**src/rtl/wb_regfile.sv**
```systemverilog
// ---------------------------------------------------------------------------
// wb_regfile -- write-back stage register plus 32 x 32 register file with two
// combinational read ports and a committed-write counter.
//
// The EX result (regcWr/regcAddr/regcData) is captured unconditionally into
// the WB stage register on every rising edge.  A captured write lands in the
// array one edge later, provided it targets a nonzero register.  Register 0
// always reads as zero.
//
// Optional feature macro: WB_BYPASS_EN
//   defined   -> enabled reads of nonzero registers forward, in priority
//                order: the EX result, then the WB stage, then the array.
//   undefined -> reads return array contents only.
//
// Ports
//   clk       in   1   clock, rising edge
//   rst_n     in   1   asynchronous active-low reset
//   regcWr    in   1   EX result write enable (1 = enable, 0 = disable)
//   regcAddr  in   5   EX destination register number
//   regcData  in   32  EX result data
//   regaRd    in   1   read port A enable
//   regaAddr  in   5   read port A register number
//   regbRd    in   1   read port B enable
//   regbAddr  in   5   read port B register number
//   regaData  out  32  read port A data (combinational)
//   regbData  out  32  read port B data (combinational)
//   wbCount   out  32  committed register writes, wraps at 2^32
// ---------------------------------------------------------------------------
module wb_regfile (
   input  logic        clk,
   input  logic        rst_n,
   input  logic        regcWr,
   input  logic [4:0]  regcAddr,
   input  logic [31:0] regcData,
   input  logic        regaRd,
   input  logic [4:0]  regaAddr,
   input  logic        regbRd,
   input  logic [4:0]  regbAddr,
   output logic [31:0] regaData,
   output logic [31:0] regbData,
   output logic [31:0] wbCount
);

   localparam logic ENABLE  = 1'b1;
   localparam logic DISABLE = 1'b0;

   logic        wb_wr;
   logic [4:0]  wb_addr;
   logic [31:0] wb_data;
   logic [31:0] wb_count;
   logic [31:0] reg_mem [32];

   assign wbCount = wb_count;

   always_ff @(posedge clk or negedge rst_n) begin
      if (!rst_n) begin
         wb_wr    <= DISABLE;
         wb_addr  <= '0;
         wb_data  <= '0;
         wb_count <= '0;
         for (int i = 0; i < 32; i++) begin
            reg_mem[i] <= '0;
         end
      end else begin
         wb_wr   <= regcWr;
         wb_addr <= regcAddr;
         wb_data <= regcData;
         if (wb_wr == ENABLE && wb_addr != 5'd0) begin
            reg_mem[wb_addr] <= wb_data;
            wb_count         <= wb_count + 32'd1;
         end
      end
   end

   // Reads are gated by rst_n so a forwarded EX value cannot leak out while
   // the block is held in reset.
   always_comb begin
      regaData = '0;
      if (rst_n && regaRd == ENABLE && regaAddr != 5'd0) begin
`ifdef WB_BYPASS_EN
         if (regcWr == ENABLE && regcAddr == regaAddr) begin
            regaData = regcData;
         end else if (wb_wr == ENABLE && wb_addr == regaAddr) begin
            regaData = wb_data;
         end else begin
            regaData = reg_mem[regaAddr];
         end
`else
         regaData = reg_mem[regaAddr];
`endif
      end
   end

   always_comb begin
      regbData = '0;
      if (rst_n && regbRd == ENABLE && regbAddr != 5'd0) begin
`ifdef WB_BYPASS_EN
         if (regcWr == ENABLE && regcAddr == regbAddr) begin
            regbData = regcData;
         end else if (wb_wr == ENABLE && wb_addr == regbAddr) begin
            regbData = wb_data;
         end else begin
            regbData = reg_mem[regbAddr];
         end
`else
         regbData = reg_mem[regbAddr];
`endif
      end
   end

endmodule

```
**config.mk**
```make
export PLATFORM = sky130hd
export DESIGN_NAME = wb_regfile
export DESIGN_NICKNAME = d
export VERILOG_FILES = /design/src/rtl/wb_regfile.sv
export SDC_FILE = /design/constraint.sdc
export NUM_CORES = 2
export LEC_CHECK = 0
export CAP_MARGIN = 40
export CORE_MARGIN = 5
export CORE_UTILIZATION = 40
export DETAILED_ROUTE_END_ITERATION = 8
export HOLD_SLACK_MARGIN = 0.05
export PLACE_DENSITY = 0.6
export SETUP_SLACK_MARGIN = 0.5
export SLEW_MARGIN = 20
export SYNTH_ARGS = -nofsm -noshare
export SYNTH_HDL_FRONTEND = slang
export SYNTH_SLANG_ARGS = --single-unit
```
**constraint.sdc**
```tcl
create_clock -name clk -period 4.17 [get_ports clk]
set_input_delay 0.834 -clock clk [delete_from_list [all_inputs] [get_ports clk]]
set_output_delay 0.834 -clock clk [all_outputs]
set_load 0.01 [all_outputs]
```
==> qor.yml <==
status:
  status: "finished clean"
routing:
  drt.antenna.violating_nets: 0
  drc: 0
  first_pass_iters: 5
  wl_um: 184000
  vias_per_cell: 6.08
  drtIter0Drc: 2963
  wl_per_cell_um: 30.7
  vias: 36500
worst_setup_path:
  r2r-end: "reg_mem[624]"
  arrival_ns: 2.95
  slowest_stage: "clkdlybuf4s50_1"
  reg2reg_slack_ns: 1.52
  cp_top_family: "buffers and inverters"
  critical_path.max_stage_delay_ns: 0.56
  endpoint_kind: "output pin"
  reg2reg_depth: 5
  start_kind: "primary input"
  crit_type: "primary input to output pin"
  path_cells: "buf_4 -> buf_6 -> nor2b_4 -> buf_12 -> a22oi_1 -> nand4_1 -> o311a_4 -> clkdlybuf4s50_1"
  crit_fanout: 20
  critical_path_buf_inv_count: 4
  r2r-start: "wb_wr"
  critPathRequiredTime_ns: 3.34
layout:
  design_area_um2: 68000
  nFillCells: 12300
  utilization_pct: 48.0
  area_growth_pct: 19.2
  drive_above_1_share_pct: 50.9
  fin_nets: 4078
logic_synthesis:
  synth_area_um2: 57000
  synth-simple-area-share_pct: 2.62
  yosys_warnings: 0
  ys_seq_area_share_pct: 48.0
  async_reset_ff_share_pct: 100
  synth-xor-area-share_pct: 0.476
  synth_seq_cells: 1094
  synth_top_family_by_area: "multiplexers"
  synth_edf_count: 0
  synth.area.mux_share_pct: 41.9
  synth_compound_area_share_pct: 3.62
  synth_top_flop_cell: "dfrtp_1"
  syn_avg_cell_area_um2: 14.9
  synthCells: 3832
  synth_fa_ha_area_share_pct: 0.0219
  syn_nets: 3885
  synthDistinctLibCells: 48
placed_design:
  post-dp-hpwl_um: 114000
  portBuffers: 147
  placed_cell_area_um2: 62500
  place_congestion: 0.823
  place_ws_ns: -0.0903
timing:
  fin_crit_ns: 3.79
  finalCritPeriodShare_pct: 90.9
  tns_ns: 0
  setup_violations: 0
  worst_slack_ns: 0.381
  skew_ns: 0.0308
  hold_viol: 0
  tightest_slew_ns: 1.01
  slew_headroom_pct: 32.6
  rsz0062_at_grt: "yes"
  slew_viol_final: 0
  fin_hold_ws_ns: 0.105
  fmax_ghz: 0.264
min_path:
  hold_path.class: "primary input to async pin"
floorplan:
  core_um2: 142000
  die_w_um: 388
  die_h_um: 388
  num_rows: 138
  pin_count: 148
  start_util_pct: 40.3
  die_area_um2: 150000
power:
  peakVddDrop_v: 0.000323
  p_leak_nw: 29.7
  power_density_nw_per_um2: 462
grt:
  grt_pass1_vias: 37500
  gr-usage-all-layers_pct: 24.0
  antenna_found_initial: 3
  grt_pass1_wl_um: 269000
  overflow: 0
  grt_max_degree: 163
clock_tree:
  cts_sinks: 1094
  clk_pin_slew_ns: 0.06
  cts_tree: "built"
  cts_hold_buf: 0
  insertion_delay_ns: 0.75
  root_buffer: "clkbuf_16"
  clockBufferDepth: 3
  htreeDepth: 3
  cts_made_buffers: 121
run:
  max_cap_violations: 0
## layout by cell type, fill, tap and decap left out, types with 22 or more instances in the layout
cell type	Yosys	final
a211oi_1	32	32
buf_12	0	65
buf_16	0	45
buf_4	28	202
buf_8	0	28
clkbuf_1	215	27
clkbuf_16	0	129
clkbuf_8	0	26
clkdlybuf4s50_1	0	76
dfrtp_1	1094	1094
mux2_1	69	69
mux2_2	1019	1019
mux2i_1	224	213
mux4_2	416	416
nand2_1	72	55
nand4_1	24	24
nor2_1	57	45
nor2b_1	35	33
nor3_1	36	34
o21ai_0	33	33
o221ai_1	32	30
o22a_1	48	48
o22ai_1	32	32
o311a_1	32	24
xnor2_1	22	22
## routing by layer
| metal | up-vias | track usage (%) | routed length (µm) |
|---|---|---|---|
| li1 | 15200 | - | - |
| met5 | - | 0 | 0 |
| met2 | 1266 | 39.0 | 88100 |
| met3 | 290 | 4.00 | 11800 |
| met1 | 19800 | 33.5 | 79000 |
| met4 | 0 | 6.77 | 5260 |
## cell families (layout without fill, tap and decap cells)
logic type                 Yosys count  after routing
other                                0              1
xor gates and xnor gates            31             31
and+or+nand+nor                    291            291
DFF                               1094           1094
buffers and inverters              428            712
AOI/OAI and AO/OA                  259            259
adders and majority gates            1              1
muxes                             1728           1728
## power by group
part | switching, W | total, W | leakage, nW | internal (W)
Clock | 0.00450 | 0.0110 | 1.99 | 0.00650
Combinational | 0.00252 | 0.00637 | 13.6 | 0.00385
Sequential | 0.00147 | 0.0140 | 14.0 | 0.0125
Total | 0.00850 | 0.0314 | 29.7 | 0.0229
## worst max-delay path by stage
| stage | start | to | cells after the start |
|---|---|---|---|
| after floorplan | regaAddr[0] | regaData[25] | 7 |
| after global placement | regaRd | regaData[16] | 8 |
| after detailed placement | regaRd | regaData[16] | 8 |
| after CTS | regbAddr[0] | regbData[20] | 8 |
| after global routing | regbAddr[3] | regbData[3] | 8 |
| final | regbAddr[3] | regbData[3] | 8 |
## per-stage QoR
step	std cells	total power, W
after floorplan	3832	0.0180
after global placement	5657	0.0201
after detailed placement	5701	0.0203
after CTS	5960	0.0315
after global routing	6006	0.0327
final	6007	0.0314
## state kept, by name (all words and copies together) (netlist names)
signal	cells
reg_mem	1024
wbCount	32
wb_data	32
wb_addr	5
wb_wr	1
## final cells by class
type	instances	area (µm²)	share of cell area (%)
Antenna cell	1	2.50	0.00368
Clock buffer	176	3540	5.21
Clock inverter	38	498	0.733
Inverter	3	11.3	0.0166
Multi-Input combinational cell	2310	28100	41.4
Sequential cell	1094	27400	40.3
Tap cell	1890	2360	3.48
Timing Repair Buffer	495	6030	8.88
## what timing repair did
action	in CTS	in global routing
buffers inserted	35	36
gates cloned	10	6
resized for setup	189	61
pin swaps	7	10
endpoints found under the setup margin	64	53
## synthesized netlist by cell type, types with 2 or more instances
cell type / count / area (µm²)
buf_2: 111 / 556
nand3b_1: 4 / 30.0
mux2i_1: 224 / 2240
nor3b_1: 4 / 30.0
mux2_1: 69 / 777
nor2b_1: 35 / 219
a22oi_1: 16 / 120
and4_1: 6 / 52.6
o311a_1: 32 / 320
nor2_1: 57 / 214
buf_4: 28 / 210
nand2_1: 72 / 270
a221o_1: 16 / 160
and2_1: 7 / 43.8
or3_1: 19 / 119
xor2_1: 9 / 78.8
mux2_2: 1019 / 11500
buf_6: 10 / 113
nand4_1: 24 / 150
or2_2: 2 / 12.5
xnor2_1: 22 / 193
nand3_1: 6 / 30.0
buf_1: 61 / 229
dfrtp_1: 1094 / 27400
nor3_1: 36 / 180
o2111ai_1: 16 / 140
o21ai_0: 33 / 165
clkbuf_1: 215 / 807
and3_1: 5 / 31.3
a211oi_1: 32 / 240
nand2b_1: 3 / 18.8
o221ai_1: 32 / 280
o22a_1: 48 / 420
mux4_2: 416 / 9370
nor2_2: 4 / 25.0
o22ai_1: 32 / 200
inv_1: 2 / 7.51
(Power assumes the default switching activity.)
